File: config.mk
export PLATFORM = sky130hd
export DESIGN_NAME = jellyvl_etherneco_synctimer_sequencer
export DESIGN_NICKNAME = d
export VERILOG_FILES = /design/src/rtl/jellyvl_etherneco_synctimer_pkg.sv /design/src/rtl/jellyvl_etherneco_synctimer_period_gen.sv /design/src/rtl/jellyvl_etherneco_synctimer_sequencer.sv
export SDC_FILE = /design/constraint.sdc
export NUM_CORES = 1
export LEC_CHECK = 0
export BUFFER_PORTS_ARGS = -buffer_cell sky130_fd_sc_hd__buf_2
export CAP_MARGIN = 20
export CORE_MARGIN = 2
export CORE_UTILIZATION = 60
export DETAILED_ROUTE_END_ITERATION = 8
export GPL_TIMING_DRIVEN = 0
export PLACE_DENSITY = 0.83
export SYNTH_ARGS = -nofsm -noshare
export SYNTH_HDL_FRONTEND = slang
export SYNTH_SLANG_ARGS = --single-unit
File: constraint.sdc
create_clock -name clk -period 11.2 [get_ports clk]
set_input_delay 1.68 -clock clk [delete_from_list [all_inputs] [get_ports clk]]
set_output_delay 1.68 -clock clk [all_outputs]
set_load 0.01 [all_outputs]
File: src/rtl/jellyvl_etherneco_synctimer_pkg.sv
// Shared definitions for the EtherNeco sync-timer master sequencer and the slave nodes.
// Holds the round state, the frame geometry and the common time/count types.
package jellyvl_etherneco_synctimer_pkg;

  typedef enum logic [1:0] {
    STATE_IDLE = 2'd0,
    STATE_SEND = 2'd1,
    STATE_WAIT = 2'd2
  } t_state;

  // Sync frame: one sequence byte followed by an 8-byte timestamp, LSB first
  localparam int          FRAME_LENGTH       = 9;
  localparam logic [3:0]  FRAME_LAST_INDEX   = 4'(FRAME_LENGTH - 1);
  localparam logic [7:0]  FRAME_TYPE_DEFAULT = 8'h10;

  typedef logic [63:0] t_time;
  typedef logic [15:0] t_count;

endpackage

File: src/rtl/jellyvl_etherneco_synctimer_period_gen.sv
// Free-running sync period counter; produces a one-cycle registered tick every param_period cycles.
// Lowering param_period below the running count restarts the period without a tick.
module jellyvl_etherneco_synctimer_period_gen
  import jellyvl_etherneco_synctimer_pkg::*;
#(
  parameter int PERIOD_WIDTH = 32
) (
  input  logic                    reset,
  input  logic                    clk,
  input  logic                    enable,
  input  logic [PERIOD_WIDTH-1:0] param_period,
  output logic                    tick
);

  logic [PERIOD_WIDTH-1:0] count;
  logic [PERIOD_WIDTH-1:0] count_last;

  assign count_last = param_period - PERIOD_WIDTH'(1);

  always_ff @(posedge clk) begin
    if (reset) begin
      count <= '0;
      tick  <= 1'b0;
    end else if (!enable || param_period == '0) begin
      count <= '0;
      tick  <= 1'b0;
    end else if (count == count_last) begin
      count <= '0;
      tick  <= 1'b1;
    end else if (count > count_last) begin
      count <= '0;
      tick  <= 1'b0;
    end else begin
      count <= count + PERIOD_WIDTH'(1);
      tick  <= 1'b0;
    end
  end

endmodule

File: src/rtl/jellyvl_etherneco_synctimer_sequencer.sv
// Master-side sync round sequencer: latches the local time on each period tick, streams the
// 9-byte sync frame to the ring command transmitter and classifies the returning response.
module jellyvl_etherneco_synctimer_sequencer
  import jellyvl_etherneco_synctimer_pkg::*;
#(
  parameter int                     TIMER_WIDTH   = 64,
  parameter int                     PERIOD_WIDTH  = 32,
  parameter int                     TIMEOUT_WIDTH = 24,
  parameter int                     COUNT_WIDTH   = 16,
  parameter logic [7:0]             FRAME_TYPE    = FRAME_TYPE_DEFAULT,
  parameter logic [TIMER_WIDTH-1:0] TIME_OFFSET   = '0
) (
  input  logic                     reset,
  input  logic                     clk,
  input  logic                     enable,
  input  logic [PERIOD_WIDTH-1:0]  param_period,
  input  logic [TIMEOUT_WIDTH-1:0] param_timeout,
  input  logic [TIMER_WIDTH-1:0]   current_time,
  output logic [7:0]               cmd_tx_type,
  output logic [15:0]              cmd_tx_length,
  output logic                     m_cmd_first,
  output logic                     m_cmd_last,
  output logic [7:0]               m_cmd_data,
  output logic                     m_cmd_valid,
  input  logic                     m_cmd_ready,
  input  logic                     res_rx_end,
  input  logic                     res_rx_error,
  output logic                     busy,
  output logic [7:0]               seq_no,
  output logic [COUNT_WIDTH-1:0]   sync_count,
  output logic [COUNT_WIDTH-1:0]   error_count,
  output logic [COUNT_WIDTH-1:0]   timeout_count,
  output logic [COUNT_WIDTH-1:0]   overrun_count
);

  localparam int TW1 = TIMEOUT_WIDTH + 1;

  function automatic logic [COUNT_WIDTH-1:0] sat_inc(input logic [COUNT_WIDTH-1:0] v);
    return (&v) ? v : v + COUNT_WIDTH'(1);
  endfunction

  function automatic logic [7:0] frame_byte(input logic [7:0] seq, input t_time t,
                                            input logic [3:0] index);
    logic [7:0] b;
    case (index)
      4'd1:    b = t[7:0];
      4'd2:    b = t[15:8];
      4'd3:    b = t[23:16];
      4'd4:    b = t[31:24];
      4'd5:    b = t[39:32];
      4'd6:    b = t[47:40];
      4'd7:    b = t[55:48];
      4'd8:    b = t[63:56];
      default: b = seq;
    endcase
    return b;
  endfunction

  logic tick;

  jellyvl_etherneco_synctimer_period_gen #(
    .PERIOD_WIDTH(PERIOD_WIDTH)
  ) u_period_gen (
    .reset       (reset),
    .clk         (clk),
    .enable      (enable),
    .param_period(param_period),
    .tick        (tick)
  );

  t_state                   state, state_next;
  logic [3:0]               index, index_next;
  t_time                    time_latch, time_latch_next;
  logic [TIMEOUT_WIDTH-1:0] wait_count, wait_count_next;
  logic [TW1-1:0]           wait_elapsed;
  logic [7:0]               seq_no_next, data_next;
  logic                     valid_next, first_next, last_next;
  logic [COUNT_WIDTH-1:0]   sync_next, error_next, timeout_next, overrun_next;

  // Elapsed WAIT cycles including the current one; 0 and 1 both expire on the first cycle
  assign wait_elapsed  = {1'b0, wait_count} + TW1'(1);

  assign busy          = (state != STATE_IDLE);
  assign cmd_tx_type   = busy ? FRAME_TYPE : 8'h00;
  assign cmd_tx_length = busy ? 16'(FRAME_LENGTH) : 16'h0000;

  always_comb begin
    state_next      = state;
    index_next      = index;
    time_latch_next = time_latch;
    wait_count_next = wait_count;
    seq_no_next     = seq_no;
    data_next       = m_cmd_data;
    valid_next      = m_cmd_valid;
    first_next      = m_cmd_first;
    last_next       = m_cmd_last;
    sync_next       = sync_count;
    error_next      = error_count;
    timeout_next    = timeout_count;
    overrun_next    = overrun_count;

    if (tick && state != STATE_IDLE) begin
      overrun_next = sat_inc(overrun_count);
    end

    case (state)
      STATE_IDLE: begin
        if (tick) begin
          seq_no_next     = seq_no + 8'd1;
          time_latch_next = current_time + TIME_OFFSET;
          index_next      = 4'd0;
          data_next       = seq_no + 8'd1;
          valid_next      = 1'b1;
          first_next      = 1'b1;
          last_next       = 1'b0;
          state_next      = STATE_SEND;
        end
      end
      STATE_SEND: begin
        if (m_cmd_valid && m_cmd_ready) begin
          if (index == FRAME_LAST_INDEX) begin
            valid_next      = 1'b0;
            first_next      = 1'b0;
            last_next       = 1'b0;
            wait_count_next = '0;
            state_next      = STATE_WAIT;
          end else begin
            index_next = index + 4'd1;
            data_next  = frame_byte(seq_no, time_latch, index + 4'd1);
            first_next = 1'b0;
            last_next  = (index + 4'd1 == FRAME_LAST_INDEX);
          end
        end
      end
      STATE_WAIT: begin
        // A response arriving on the expiry cycle still counts as a response
        if (res_rx_end) begin
          if (res_rx_error) begin
            error_next = sat_inc(error_count);
          end else begin
            sync_next = sat_inc(sync_count);
          end
          state_next = STATE_IDLE;
        end else if (wait_elapsed >= {1'b0, param_timeout}) begin
          timeout_next = sat_inc(timeout_count);
          state_next   = STATE_IDLE;
        end else begin
          wait_count_next = wait_count + TIMEOUT_WIDTH'(1);
        end
      end
      default: begin
        state_next = STATE_IDLE;
      end
    endcase
  end

  always_ff @(posedge clk) begin
    if (reset) begin
      state         <= STATE_IDLE;
      index         <= 4'd0;
      wait_count    <= '0;
      seq_no        <= 8'h00;
      m_cmd_data    <= 8'h00;
      m_cmd_valid   <= 1'b0;
      m_cmd_first   <= 1'b0;
      m_cmd_last    <= 1'b0;
      sync_count    <= '0;
      error_count   <= '0;
      timeout_count <= '0;
      overrun_count <= '0;
    end else begin
      state         <= state_next;
      index         <= index_next;
      wait_count    <= wait_count_next;
      seq_no        <= seq_no_next;
      m_cmd_data    <= data_next;
      m_cmd_valid   <= valid_next;
      m_cmd_first   <= first_next;
      m_cmd_last    <= last_next;
      sync_count    <= sync_next;
      error_count   <= error_next;
      timeout_count <= timeout_next;
      overrun_count <= overrun_next;
    end
  end

  always_ff @(posedge clk) begin
    time_latch <= time_latch_next;
  end

endmodule
# Word-level counts from Yosys, hierarchy flattened
# Cells that the tools add are included.
[totals]
register_bits = 210
latch_bits = 0
mem_count = 0
ram_bits = 0
rom_bits = 0
in_bits = 126
out_inout_bits = 108
[classes]
reduce_logical = 25
multipliers = 0
n_div = 0
add_sub_neg = 10
eq_ne = 19
muxes = 33
n_shift = 0
n_lt_le_gt_ge = 2
n_bitwise = 6
[ops]
columns = ["op", "count"]
rows = [
  ["$mux W24", 4],
  ["$add A16 B1 Y16 const B", 4],
  ["$pmux W8 S8", 1],
  ["$reduce_and A16 Y1", 4],
  ["$pmux W24 S2", 1],
  ["$add A32 B1 Y32 const B", 1],
  ["$eq A32 B32 Y1", 1],
  ["$gt A32 B32 Y1", 1],
  ["$logic_not A32 Y1", 1],
  ["$sub A32 B1 Y32 const B", 1],
  ["$add A24 B1 Y25 const B", 1],
  ["$ge A25 B24 Y1", 1],
  ["$add A24 B1 Y24 const B", 1],
  ["$mux W8", 3],
  ["$reduce_and A4 Y1", 6],
  ["$eq A4 B3 Y1 const B", 4],
  ["$mux W4", 4],
  ["$pmux W8 S2", 1],
  ["$mux W2", 5],
  ["$ne A2 B2 Y1 const B", 5],
  ["$add A8 B1 Y8 const B", 1],
  ["$eq A4 B2 Y1 const B", 2],
  ["$eq A4 B4 Y1 const B", 2],
  ["$mux W1", 8],
  ["other kinds (21)", 32],
]

# Longest topological paths before layout
# Gate-level depths: netlist (run 1).
[logic_depth]
ltp_word = 6
depth_mapped = 17
mapped_depth_nobuf = 16

# Modules after synthesis
# A second synthesis (run 1) with hierarchy kept.
[unflattened]
cells_unflattened = 1320
hier_area_um2 = 11939.0
[by_module_without_submodules]
columns = ["mod", "seq_area_each_um2", "n_inst", "area_each_um2", "cells_each"]
rows = [
  ["jellyvl_etherneco_synctimer_sequencer", 4184.0, 1, 9186.3, 989],
  ["jellyvl_etherneco_synctimer_period_gen", 660.6, 1, 2752.6, 331],
]

# Worst setup path before layout (run 1)
# Ideal clock, no wire load.
[synth_timing]
path_kind = "input to register"
startpoint = "in param_period[1]"
endpoint = "reg u_period_gen.count[20]"
cell_stages = 16
required_ps = 11135
arrival_time_ps = 4985
path_buffers = 1
setup_time_ps = 65
path_slack_ps = 6150
path_cell_list = "or4_1 > or3_1 > nor3_4 > nand3_1 > or2_4 > nor2_1 > xnor2_1 > ha_1 > a21o_1 > a21o_1 > a21o_1 > a211o_1 > o2111ai_1 > nand4_4 > buf_6 > nor2_1"
[synth_between]
elab_chain_cells = 3
word_cells_on_any_way = 6
cone_classes = "1 x add/sub; 1 x order compare; 1 x eq/ne; 3 x reduce/logical"
[synth_lines]
columns = ["item", "line_no", "source"]
rows = [
  ["start, declared", "jellyvl_etherneco_synctimer_sequencer.sv:16", "input logic [PERIOD_WIDTH-1:0] param_period,"],
  ["$sub A32 B1 Y32 or $logic_not A32 Y1 (tied branches)", "jellyvl_etherneco_synctimer_period_gen.sv:18, jellyvl_etherneco_synctimer_period_gen.sv:24", ""],
  ["$gt A32 B32 Y1 (tied with other cells)", "jellyvl_etherneco_synctimer_period_gen.sv:30", "end else if (count > count_last) begin"],
  ["$reduce_or A4 Y1 (no line) *", "n/a", ""],
  ["end signal, assigned", "jellyvl_etherneco_synctimer_period_gen.sv:34", "count <= count + PERIOD_WIDTH'(1);"],
  ["end, declared", "jellyvl_etherneco_synctimer_period_gen.sv:15", "logic [PERIOD_WIDTH-1:0] count;"],
]
# Mark *: on every way between the ends. The rest lies on a longest branch, timed or not.
# A chain may end at the register's enable or synchronous reset.

# Worst setup path in the final report (run 1)
[layout_timing]
startpoint = "in param_period[1]"
endpoint = "reg u_period_gen.count[12]"
# Same word-level chain as after synthesis.

==> results of run 1 <==
[synthesized netlist by cell type, drive strengths merged (8+ instances only)]
library cell / number
a21oi: 63
a221oi: 8
a22o: 16
and2: 9
and3: 36
and4: 9
buf: 37
clkbuf: 37
dfxtp: 146
edfxtp: 64
ha: 71
inv: 37
nand2: 82
nand2b: 10
nand3: 68
nand4: 32
nor2: 148
nor2b: 16
nor3: 33
nor4: 14
o21ai: 38
o31ai: 11
or3: 10
or4: 17
xnor2: 56
xor2: 72
[worst max-delay path, delay by kind of cell]
kind                       cells  cell delay (ns)
adders and majority gates      1             0.27
AOI/OAI and AO/OA              5             0.95
and+or+nand+nor                8             2.17
xor gates and xnor gates       1             0.14
buffers and inverters          2             0.31
[area by class of cell]
cell class / instances / share of cell area
clock buffer: 30 / 0.04842
timing repair buffer: 212 / 0.07726
tap: 265 / 0.02381
sequential: 210 / 0.3479
inverter: 37 / 0.009972
clock inverter: 11 / 0.007457
buffer: 74 / 0.02857
multi-input combinational: 957 / 0.4567
[how the worst max path moves through the flow]
| stage | startpoint | endpoint | slack [ns] | cells after the start |
|---|---|---|---|---|
| 2_1_floorplan | param_period[1] | u_period_gen.count[20]$_SDFF_PP0_ | 6.15 | 16 |
| 3_3_place_gp | param_period[1] | u_period_gen.count[16]$_SDFF_PP0_ | 5.71 | 17 |
| 3_5_place_dp | param_period[1] | u_period_gen.count[12]$_SDFF_PP0_ | 5.61 | 17 |
| 4_1_cts | param_period[1] | u_period_gen.count[12]$_SDFF_PP0_ | 6.13 | 17 |
| 5_1_grt | param_period[6] | u_period_gen.count[6]$_SDFF_PP0_ | 5.85 | 17 |
| 6_report | param_period[1] | u_period_gen.count[12]$_SDFF_PP0_ | 6.13 | 17 |
[cells in the final DEF, fill, tap and decap left out, types with 6 or more instances in the layout]
cell / instances
a211oi_1: 6
a21o_1: 7
a21oi_1: 63
a221oi_1: 8
a222oi_1: 6
a22o_1: 16
a22oi_1: 7
a31oi_1: 6
and2_1: 9
and3_1: 36
and4_1: 9
buf_2: 217
buf_4: 24
clkbuf_1: 39
clkbuf_16: 25
conb_1: 21
dfxtp_1: 146
edfxtp_1: 64
ha_1: 71
inv_1: 36
nand2_1: 82
nand2b_1: 10
nand3_1: 68
nand3b_1: 6
nand4_1: 30
nor2_1: 148
nor2b_1: 16
nor3_1: 31
nor4_1: 12
o21ai_0: 34
o31ai_1: 11
or3_1: 8
or4_1: 16
xnor2_1: 56
xor2_1: 72
[kinds of logic (layout without fill, tap and decap cells)]
family | after synthesis | count (layout) | synth area share
compound gates | 224 | 224 | 0.1349
xor+xnor | 128 | 128 | 0.09610
fa+ha+maj | 71 | 71 | 0.07615
buf+inv | 111 | 364 | 0.04601
flops | 210 | 210 | 0.4153
mux | 9 | 9 | 0.008151
other cells | 1 | 21 | 0.0003214
simple gates | 504 | 504 | 0.2231
[flip-flops by register name, indices dropped and copies added, names as in the netlist]
name	cells
state	2
m_cmd_first	1
index	4
overrun_count	16
sync_count	16
seq_no	8
u_period_gen.count	32
m_cmd_last	1
m_cmd_data	8
m_cmd_valid	1
wait_count	24
u_period_gen.tick	1
time_latch	64
timeout_count	16
error_count	16
[per-layer routing]
metal | routed length, um | global-route usage | vias to the layer above
li1 | - | - | 5059
met3 | 1704 | 0.04332 | 51
met2 | 13470 | 0.4524 | 306
met4 | 739 | 0.08050 | 0
met5 | 0 | 0 | -
met1 | 12350 | 0.3510 | 4846
[where the power goes]
part | internal, mW | switching, mW | leakage (nW)
combinational | 0.0349 | 0.0410 | 3.75
sequential | 0.783 | 0.000551 | 1.75
clock | 0.468 | 0.301 | 0.385
total | 1.29 | 0.343 | 5.89
==> results, run 1 <==
- The largest single stage delay on the critical path is 0.52 ns.
- Of all nets on the critical path, the largest fanout is 10.
- In this run the worst hold path is classified as reg -> reg.
- The startpoint identified for the worst register-to-register timing path is wait_count[13]$_SDFFE_PP0P_.
- During synthesis, Yosys emitted a total of 0 warnings.
- Data on the critical path is required at its endpoint by between 10 and 15 ns.
- The number of buffers added for setup after CTS is 0.
- The setup total negative slack is 0 ns.
- The final core utilization is 0.7227.
- In the synthesized netlist, the number of instances is 1258.
- The count of pins over their slew limit is 0.
- The worst hold path startpoint is m_cmd_first$_SDFFE_PP0P_.
- The worst setup path category is in -> reg.
- Buffers inserted to repair hold after CTS numbered 0.
- The total DRC errors in the routed layout is 0.
- The total vias in the final route is 10260.
- For the worst flop-to-flop path, the logic depth is 15.
- After detailed placement, the total cell area comes to 0.01315 sq mm.
- After routing the design area is between 0.01 and 0.015 sq mm.
- The sequential cell area is 0.004845 sq mm.
- The post-synthesis average cell area is 9.274 sq um.
- Static timing analysis puts the maximum clock frequency at 0.1971 GHz.
- Setup repair after global routing left no endpoint under its margin.
- The area used by multi-input combinational logic is 0.006360 sq mm.
- The congestion estimate from routability-driven global placement came to 0.8757.
- The final cycle utilization of the critical path is 0.4531.
- The remaining global-route overflow is 0.
- During I/O placement, the number of pins put on the boundary was ~230.
- The floorplan row count is 51.
- The total of flip-flops plus latches after synthesis is 210.
- The time the worst path needs with I/O delays and setup is about 5.1 ns.
- For this run, the detailed router's first-pass iteration total came to 5.
- The total area inside the core boundary comes to roughly 0.019 sq mm.
- The highest ir drop seen on vdd is approximately 0.00013 V.
- The transition time at the pin with the least slew margin is roughly 0.82 ns.
- The signal on the critical path passes through buf_2 -> or4_1 -> or3_1 -> nor3_4 -> nand3_1 -> or2_4 -> nor2_1 -> xnor2_1 -> ha_1 -> a21o_1 -> a21o_1 -> a21o_1 -> a211o_1 -> o2111ai_1 -> nand4_4 -> buf_6 -> nor2_1.
- In this run, placement finished with an instance count of roughly 1800.
- Buffers placed on the I/O ports in this run total 211.
- The depth of the CTS H-tree is 1.
- Counting flops with a built-in enable in the synthesized netlist gives 64.
- Synthesis instantiated 81 different standard cells from the library.
- For the worst setup path, the data arrival time is 5.51 ns.
- The share of synthesized registers carrying an async set or reset is 0.
- The endpoint identified for the worst register-to-register timing path is wait_count[11]$_SDFFE_PP0P_.
- The number of antenna violations at the first check in global routing is 0.
- Yosys attributes the largest share of cell area to dfxtp_1 (25%), edfxtp_1 (16%), ha_1 (7.6%).
- The number of nets in the layout is 1713.
- The number of gates resized after cts is 0.
- The area share of the largest cell type after synthesis is 0.2505.
- The cell type with the highest occurrence count on the critical path is a21o_1.
- The root buffer cell chosen for the clock tree is clkbuf_16.
- The worst hold path terminates at m_cmd_first$_SDFFE_PP0P_.
- The number of failing setup endpoints in the final timing report is 0.
- The max-capacitance violation count is 0.
- Setup slack on the worst reg-to-reg path comes out at 6.37 ns.
- Clock latency on the worst-skew pair, taken at its later pin, is 0.51 ns.
- The count of endpoints failing hold in the final timing report was 0.
- Counting along the longest clock path gives a buffer depth of 3.
- The die covers 0.02058 sq mm.
- The flow ran to the end, and the final reports show no timing, DRC or antenna violations.
- The cell area after synthesis is around 0.012 sq mm.
- After legalization and detailed placement, the total HPWL measured 21120 um.
- The cell depth of the worst min-delay path is 2.
- The per-cell via count in the routed design is between 5 and 6.
- The final-layout fill cell count is between 1000 and 1500.
- The power per standard cell area is approximately 120 mW/mm^2.
- The number of cells in the finished layout apart from fillers is 1796.
- The total wire length after detailed routing is approximately 28000 um.
- The area growth from synthesis to layout is 19.38%.
- At the placement stage, the worst setup path has a slack of 5.610 ns.
- The type of element capturing the critical path is a flip-flop.
- The starting density of the core is 0.6054.
- Clock-pin slew was measured on the worst setup and hold paths at 0.06 ns.
- The largest area contributor in the synthesized netlist is dfxtp_1.
- For this run, the leading register cell type out of synthesis is dfxtp_1.
- The master of the slowest instance on the critical path is or4_1.
- After detailed routing, the average wire length per cell comes to 15.73 um.
- Of the synthesized area, sequential elements account for 0.4153.
- The TritonCTS clock tree is done.
- The number of CTS-inserted buffers is 24.
- In this run, the number of DRC markers left after iteration 0 of detailed routing was about 750.
- The share of final-layout standard cells stronger than drive strength 1 is 0.2025.
- The clock sink total is 210.
- Across all setup checks in the final design, the least slack found is a little over 6 ns.
- Entering global routing, the biggest net connects 37 pins.
- The worst slack on hold paths is 0.4526 ns.
- The first global-routing pass estimated 44920 um of wire.
- The number of global-route vias before repair is 9474.
- The critical path startpoint category is an input port.
- The diode insertion count for antenna repair is 0.
- The final worst clock skew is 0.01175 ns.
- The width of the die is 143.4 um.
- The worst max-slew margin expressed relative to the limit is 0.4506.
- The number of nets with antenna violations after routing is 0.
- The all-layer global routing usage is 0.2666.
- The die is 143.4 um tall.
- The leakage power is 5.889 nW.
- The total power of the final layout is between 1.5 and 2 mW.
(Power assumes the default switching activity.)
==> run 2: changes to the inputs <==
--- a/config.mk
+++ b/config.mk
@@ -8,10 +8,10 @@
 export BUFFER_PORTS_ARGS = -buffer_cell sky130_fd_sc_hd__buf_2
 export CAP_MARGIN = 20
 export CORE_MARGIN = 2
-export CORE_UTILIZATION = 60
+export CORE_UTILIZATION = 51
 export DETAILED_ROUTE_END_ITERATION = 8
 export GPL_TIMING_DRIVEN = 0
-export PLACE_DENSITY = 0.83
+export PLACE_DENSITY = 0.75
 export SYNTH_ARGS = -nofsm -noshare
 export SYNTH_HDL_FRONTEND = slang
 export SYNTH_SLANG_ARGS = --single-unit
==> constraint.sdc (replaced) <==
create_clock -name clk -period 4.2 [get_ports clk]
set_input_delay 0.63 -clock clk [delete_from_list [all_inputs] [get_ports clk]]
set_output_delay 0.63 -clock clk [all_outputs]
set_load 0.01 [all_outputs]
==> results, run 2 (same netlist as run 1, synthesis figures left out) <==
- The flow ran to the end, and the final reports show no timing, DRC or antenna violations.
- The power per standard cell area came to 322.4 mW/mm^2 (+180%).
- The number of antenna violations at the first check in global routing came to 0 (unchanged).
- The met1 global-route usage is 0.3144 (-0.03664).
- The number of nets with antenna violations after routing is 0 (unchanged).
- Timing would allow up to 0.2493 GHz.
- The final worst clock skew came to 0.009511 ns (-0.002241 ns).
- The top register by number of flip-flops is time_latch.
- Leaving out fill and tap cells, the most frequent cell in the layout is buf_2.
- The worst max-slew margin expressed relative to the limit came to 0.4820 (+0.03137).
- The all-layer global routing usage is 0.2355 (-0.03108).
- Walking the worst path, the cells encountered are ha_2 -> nand4_4 -> nor2_2 -> and3_2 -> nand3_1 -> xnor2_1 -> ha_1 -> nand4_1 -> nor4_2 -> buf_4 -> a221oi_2 -> o311ai_4 -> o21ai_2 -> clkbuf_2 -> or4_1 -> a21oi_1.
- In the final layout, the registers with the most flip-flops are time_latch x64, u_period_gen.count x32, wait_count x24.
- The met3 routing resource usage after global routing is 0.03621 (-0.007107).
- The share of power burned in registers is 0.456 (-0.025).
- Tracing the worst setup path back leads to its startpoint at wait_count[0]$_SDFFE_PP0P_.
- The count of pins over their slew limit is 0 (unchanged).
- The global-route wire length before repair is 47030 um (+4.7%).
- The per-cell via count in the routed design was 5.623 (-1.6%).
- The highest ir drop seen on vdd was 0.0003448 V (+160%).
- The data arrival time at the worst-slack endpoint is 4.44 ns (-1.07 ns).
- The worst setup path is of the reg -> reg kind.
- Among all stages on the critical path, the largest delay is contributed by or4_1.
- The type of element capturing the critical path is a flip-flop.
- The root buffer selected by CTS is clkbuf_16.
- The number of failing setup endpoints in the final timing report is 0 (unchanged).
- The starting density of the core came to 0.5169 (-0.08852).
- The pre-CTS worst setup slack came to -0.5352 ns (-6.146 ns).
- The global placement routability congestion was 0.8795 (+0.43%).
- The clock sink total is 210 (unchanged).
- The remaining global-route overflow came to 0 (unchanged).
- The number of DRC violations after detailed-routing iteration 0 came to 694 (-7.1%).
- The count of TritonRoute iterations in the first routing pass was 7 (+2).
- The total internal power is 3.638 mW (+180%).
- The flip-flop count of the largest register, all copies and words added came to 64 (unchanged).
- The number of nets in the layout is 1719 (+0.35%).
- The clock network fraction of total power is 0.498 (+0.026).
- The register clock-pin slew on the reported worst setup and hold paths is 0.06 ns (about the same).
- The critical-path maximum fanout is 10 (unchanged).
- After global routing, the most crowded layer is met2.
- The worst hold path startpoint is current_time[31].
- The time the worst path needs with I/O delays and setup is around 4 ns.
- The worst register-to-register path begins at wait_count[0]$_SDFFE_PP0P_.
- In the layout the commonest cells are buf_2 (215), dfxtp_1 (146), nor2_1 (145), nand2_1 (82), xor2_1 (72).
- The number of CTS-inserted buffers is 24 (unchanged).
- The combinational power share is 0.045 (-0.002).
- The core area is 0.02257 sq mm (+17%).
- The vertical die dimension is 155.2 um (+8.2%).
- The final cycle utilization of the critical path is 0.9550.
- The leakage power was 5.999 nW (+1.9%).
- The post-detailed-route wirelength per cell is 15.83 um (+0.63%).
- The critical path startpoint category is a flip-flop.
- The number of buffer cells added on primary ports is 211 (unchanged).
- The floorplan row count was 55 (+7.8%).
- The total vias in the final route is 10250 (-0.16%).
- The count of endpoints failing hold in the final timing report came to 0 (unchanged).
- Compared with the post-synthesis result, the final layout area differs by 21.77%.
- Among cell families on the critical path, the largest total delay comes from simple AND/OR/NAND/NOR gates.
- The net switching power of the design came to 0.9417 mW (+170%).
- The count of boundary I/O pins came to 234 (unchanged).
- The clock network latency to the later pin of the worst-skew pair is 0.52 ns (about the same).
- The worst path required time is 4.63 ns (-7.01 ns).
- The detailed placement HPWL is 21550 um (+2.0%).
- The share of final-layout standard cells stronger than drive strength 1 was 0.2225 (+0.02003).
- The diode insertion count for antenna repair is 0 (unchanged).
- The min-delay analysis places its worst path in the category in -> reg.
- The buffer levels on the longest clock path is 3 (unchanged).
- The width of the die is 155.2 um (+8.2%).
- TritonCTS built the clock tree.
- The final critical-path setup slack is 0.1889 ns (-5.937 ns).
- The fraction of power spent switching nets came to 0.2056 (-0.004879).
- The pin count of the biggest net entering global routing is 44 (+19%).
- The total buffers and inverters traversed by the critical path is 2 (unchanged).
- The total DRC errors in the routed layout is 0 (unchanged).
- The transition time at the pin with the least slew margin is 0.7711 ns (-0.04670 ns).
- The final-layout fill cell count was 1934 (+30%).
- The final core utilization was 0.6294 (-0.09332).
- The area of the die is 0.02410 sq mm (+17%).
- The depth of the CTS H-tree is 1 (unchanged).
- The met2 routing resource usage after global routing is 0.3983 (-0.05407).
- The max-capacitance violation count came to 0 (unchanged).
- The number of global-route vias before repair is 9626 (+1.6%).
- The delay contributed by the slowest stage of the critical path is 0.51 ns (about the same).
- The total wire length after detailed routing is 28850 um (+2.1%).
## run 2: final timing paths
path	end	slack, ns	depth (start not counted)
worst max register to register	timeout_count[9]$_SDFFE_PP0P_	0.19	16
worst max-delay path	timeout_count[9]$_SDFFE_PP0P_	0.19	16
worst min register to register	m_cmd_data[0]$_SDFFE_PP0P_	0.46	2
worst min-delay path	time_latch[31]$_DFFE_PP_	0.29	1
## run 2: what timing repair did
action,4_1_cts,5_1_grt
hold buffers,0,0
setup endpoints to repair,40,47
setup buffers,4,3
pin swaps,2,4
gates resized for setup,10,21
## run 2: routing by layer
metal / vias up / part of all wire
met1: 4798 / 0.45
li1: 5072 / -
met5: - / 0
met4: 0 / 0.025
met3: 55 / 0.058
met2: 321 / 0.47
## run 2: final cells by class
| type | count | area, sq um | area share |
|---|---|---|---|
| multi-input combinational | 957 | 6466 | 0.4552 |
| sequential | 210 | 4845 | 0.3410 |
| timing repair buffer | 219 | 1129 | 0.07944 |
| clock buffer | 26 | 639.4 | 0.04501 |
| buffer | 73 | 406.6 | 0.02862 |
| tap | 285 | 356.6 | 0.02510 |
| clock inverter | 15 | 225.2 | 0.01585 |
| inverter | 37 | 138.9 | 0.009776 |
## run 2: power groups by stage
stage | Combinational [mW] | Sequential, mW | Clock [mW]
final | 0.208 | 2.09 | 2.28
after global routing | 0.233 | 2.09 | 2.40
after CTS | 0.205 | 2.09 | 2.33
after detailed placement | 0.203 | 2.13 | 0
after global placement | 0.198 | 2.13 | 0
after floorplan | 0.104 | 2.13 | 0
## run 2: metrics by stage
step / setup TNS (ns) / area, sq um / hold slack (ns) / power (mW) / std cells
floorplan: 0 / 11740 / 0.4370 / 2.237 / 1278
global placement: -19.63 / 13150 / 0.4403 / 2.332 / 1774
finish: 0 / 14210 / 0.2869 / 4.580 / 1822
global route: -0.04779 / 14210 / 0.2691 / 4.722 / 1822
detailed placement: -24.22 / 13170 / 0.4537 / 2.337 / 1775
CTS: 0 / 14110 / 0.2653 / 4.621 / 1820
## run 2: worst reg2reg max path, stage by stage, from the launching register on
cell,delay (ns)
dfxtp_1,0.42
ha_2,0.28
nand4_4,0.19
nor2_2,0.17
and3_2,0.26
nand3_1,0.15
xnor2_1,0.19
ha_1,0.34
nand4_1,0.20
nor4_2,0.35
buf_4,0.16
a221oi_2,0.06
o311ai_4,0.15
o21ai_2,0.13
clkbuf_2,0.20
or4_1,0.51
a21oi_1,0.17
==> run 3: changes to the inputs <==
--- a/config.mk
+++ b/config.mk
@@ -5,10 +5,11 @@
 export SDC_FILE = /design/constraint.sdc
 export NUM_CORES = 1
 export LEC_CHECK = 0
+export ABC_AREA = 1
 export BUFFER_PORTS_ARGS = -buffer_cell sky130_fd_sc_hd__buf_2
 export CAP_MARGIN = 20
 export CORE_MARGIN = 2
-export CORE_UTILIZATION = 51
+export CORE_UTILIZATION = 52
 export DETAILED_ROUTE_END_ITERATION = 8
 export GPL_TIMING_DRIVEN = 0
 export PLACE_DENSITY = 0.75
==> results, run 3 <==
- The run finished with clean final reports.
- The width of the die is 163.0 um (+5.0%).
- The critical path startpoint category is an input port.
- The flip-flop count of the largest register, all copies and words added is 64 (unchanged).
- The commonest non-fill, non-tap cell in the layout is nand2_1.
- The number of failing setup endpoints in the final timing report is 0 (unchanged).
- The number of enable-type register cells in the synthesized netlist is 64 (unchanged).
- The clock sink total is 210 (unchanged).
- The most used flip-flop cell after synthesis is dfxtp_1.
- The count of boundary I/O pins is 234 (unchanged).
- In this run the worst hold path is classified as in -> reg.
- The final worst clock skew is 0.02135 ns (+0.01184 ns).
- Relative to the synthesized area, the layout overhead comes to 18.46%.
- The type of element capturing the critical path is a flip-flop.
- The count of TritonRoute iterations in the first routing pass is 8 (+1).
- The starting density of the core is 0.5254 (+0.008536).
- The area of the die is 0.02658 sq mm (+10%).
- The root buffer selected by CTS is clkbuf_16.
- The core area is 0.02504 sq mm (+11%).
- The number of CTS-inserted buffers is 25 (+4.2%).
- The total vias in the final route is 12660 (+24%).
- The most common cell in the synthesized netlist is nand2_1.
- The max-capacitance violation count came to 0 (unchanged).
- The number of nets with antenna violations after routing was 0 (unchanged).
- The transition time at the pin with the least slew margin was 0.6653 ns (-0.1058 ns).
- The vertical die dimension is 163.0 um (+5.0%).
- The detailed placement HPWL is 27000 um (+25%).
- The cell area after synthesis is 0.01315 sq mm (+13%).
- The data arrival time at the worst-slack endpoint came to 4.27 ns (-0.17 ns).
- The post-cts hold buffer count is 0 (unchanged).
- The sequential area share after synthesis is 0.3683 (-0.04697).
- The largest registers in the layout are time_latch x64, u_period_gen.count x32, wait_count x24.
- The number of buffer cells added on primary ports is 212 (+0.47%).
- The total power of the final layout was 4.542 mW (-0.83%).
- The critical-path maximum fanout is 10 (unchanged).
- The peak clock frequency supported by timing is 0.2592 GHz (+3.9%).
- The cell count after synthesis is 1839 (+46%).
- Traced cell by cell, the critical path runs through buf_2 -> inv_1 -> ha_1 -> nand3_1 -> nor2_1 -> nand2_1 -> nor2_1 -> nand3_1 -> nor2_1 -> nand4_1 -> xor2_1 -> ha_1 -> nand4_1 -> inv_1 -> nand4_1 -> nor3_1 -> a21oi_1 -> nand3b_1 -> buf_4 -> nor2_1.
- The share of synthesized registers carrying an async set or reset is 0 (unchanged).
- The instance area after placement was 0.01475 sq mm (+12%).
- The setup total negative slack came to 0 ns (unchanged).
- The number of different library cells in the post-synthesis netlist is 40 (-51%).
- The number of antenna violations at the first check in global routing came to 1 (+1).
- In the synthesized netlist, the cells that appear most often are nand2_1 (395), inv_1 (270), nor2_1 (232).
- The worst path required time came to 4.61 ns (-0.02 ns).
- The worst slack on hold paths is 0.2662 ns (-0.02072 ns).
- The area share of the largest cell type after synthesis is 0.2222 (-0.02834).
- The total DRC errors in the routed layout is 0 (unchanged).
- The leakage power is 6.984 nW (+16%).
- The delay contributed by the slowest stage of the critical path is 0.41 ns (-0.10 ns).
- The share of final-layout standard cells stronger than drive strength 1 is 0.1576 (-0.06489).
- The TritonCTS clock tree is done.
- The final critical-path setup slack came to 0.3413 ns (+0.1524 ns).
- The pin count of the biggest net entering global routing is 32 (-27%).
- The all-layer global routing usage is 0.2573 (+0.02176).
- The final design area excluding fillers is 0.01558 sq mm (+9.7%).
- The global-route wire length before repair is 55970 um (+19%).
- The post-synthesis average cell area is 7.153 sq um (-23%).
- The number of DRC violations after detailed-routing iteration 0 is 875 (+26%).
- The count of endpoints failing hold in the final timing report is 0 (unchanged).
- The global placement routability congestion is 0.9699 (+10%).
- The number of cells in the finished layout apart from fillers is 2449 (+34%).
- The master of the slowest instance on the critical path is nor3_1.
- The cell type with the highest occurrence count on the critical path is nor2_1.
- The floorplan row count was 58 (+5.5%).
- The top cell types in the final layout, fill and taps aside, are nand2_1 (395), inv_1 (270), nor2_1 (232), buf_2 (221), dfxtp_1 (146).
- The final core utilization is 0.6224 (-0.006990).
- The depth of the CTS H-tree is 1 (unchanged).
- Setup repair after global routing left no endpoint under its margin.
- The post-detailed-route wirelength per cell came to 14.12 um (-11%).
- The number of buffers added for setup after CTS is 0 (-4).
- The remaining global-route overflow is 0 (unchanged).
- The worst max-slew margin expressed relative to the limit is 0.5565 (+0.07451).
- The total wire length after detailed routing is 34590 um (+20%).
- The pre-CTS worst setup slack is -0.1358 ns (+0.3994 ns).
- The number of global-route vias before repair is 11770 (+22%).
- The per-cell via count in the routed design came to 5.169 (-8.1%).
- The number of synthesis warnings is 0 (unchanged).
- The total of flip-flops plus latches after synthesis came to 210 (unchanged).
- By area the synthesized netlist is led by dfxtp_1 (22%), edfxtp_1 (15%), nand2_1 (11%).
- The count of pins over their slew limit was 0 (unchanged).
- The time the worst path needs with I/O delays and setup is 3.859 ns (-0.1524 ns).
- The clock network latency to the later pin of the worst-skew pair was 0.54 ns (+0.02 ns).
- The cell count after placement is 2403 (+35%).
- The number of gates resized after cts came to 0 (-10).
- The largest area contributor in the synthesized netlist is dfxtp_1.
- The register with the most flip-flops in the final layout is time_latch.
- The buffer levels on the longest clock path is 3 (unchanged).
- The final cycle utilization of the critical path is 0.9187 (-0.03627).
- The worst setup path category is in -> reg.
- The number of nets in the layout is 2297 (+34%).
- The highest ir drop seen on vdd is 0.0003455 V (+0.22%).
- The register clock-pin slew on the reported worst setup and hold paths is 0.06 ns (about the same).
- The power per standard cell area is 291.5 mW/mm^2 (-9.6%).
- The diode insertion count for antenna repair was 0 (unchanged).
[run 3: cell count changes after synthesis, sizes merged, moves of 36 or more]
| cell | delta |
|---|---|
| a21oi | +36 |
| nand4 | +53 |
| and3 | -36 |
| nand3 | +56 |
| inv | +236 |
| nand2 | +321 |
| nor2 | +104 |
[run 3: routing by layer]
| layer | share of wire | vias to the layer above | wire length [um] | global-route usage |
|---|---|---|---|---|
| met5 | 0.00040 | - | 14 | 0 |
| met4 | 0.035 | 2 | 1224 | 0.1006 |
| li1 | - | 6434 | - | - |
| met2 | 0.46 | 410 | 15850 | 0.4291 |
| met1 | 0.44 | 5735 | 15070 | 0.3327 |
| met3 | 0.070 | 77 | 2427 | 0.04495 |
[run 3: kinds of logic after synthesis]
group,synth area share
AO/OA/AOI/OAI,0.06811
XOR/XNOR,0.07125
adder cells (fa/ha/maj),0.06754
buffers and inverters,0.1100
flip-flops,0.3683
other,0.0002851
AND/OR/NAND/NOR,0.3146
[run 3: final timing paths]
path	startpoint	end	slack, ns	cells after the start
setup / recovery	param_period[0]	u_period_gen.count[25]$_SDFF_PP0_	0.34	20
hold / removal	current_time[1]	time_latch[1]$_DFFE_PP_	0.27	1
setup reg to reg	wait_count[0]$_SDFFE_PP0P_	wait_count[22]$_SDFFE_PP0P_	0.46	22
hold reg to reg	u_period_gen.count[0]$_SDFF_PP0_	u_period_gen.count[0]$_SDFF_PP0_	0.47	1
[run 3: power by group]
group          leakage (nW)  internal (mW)  switching, mW  total, mW
clock network         0.382           1.28          0.875       2.16
registers              1.75           2.09        0.00714       2.10
logic                  4.85          0.120          0.165      0.284
total                  6.98           3.49           1.05       4.54
[run 3: area by class of cell]
class,count,area (sq um)
plain buffers,73,421.7
clock buffers,33,685.7
clock inverters,13,146.4
fillers,2359,9454
inverters,273,1025
multi-input cells,1303,6938
flip-flops and latches,210,4845
well taps,330,412.9
repair buffers,214,1109
[run 3: critical path, delay by kind of cell]
family,cells,cell delay (ns)
AND/OR/NAND/NOR,12,2.27
buffers and inverters,4,0.53
adder cells (fa/ha/maj),2,0.48
XOR/XNOR,1,0.19
AO/OA/AOI/OAI,1,0.14
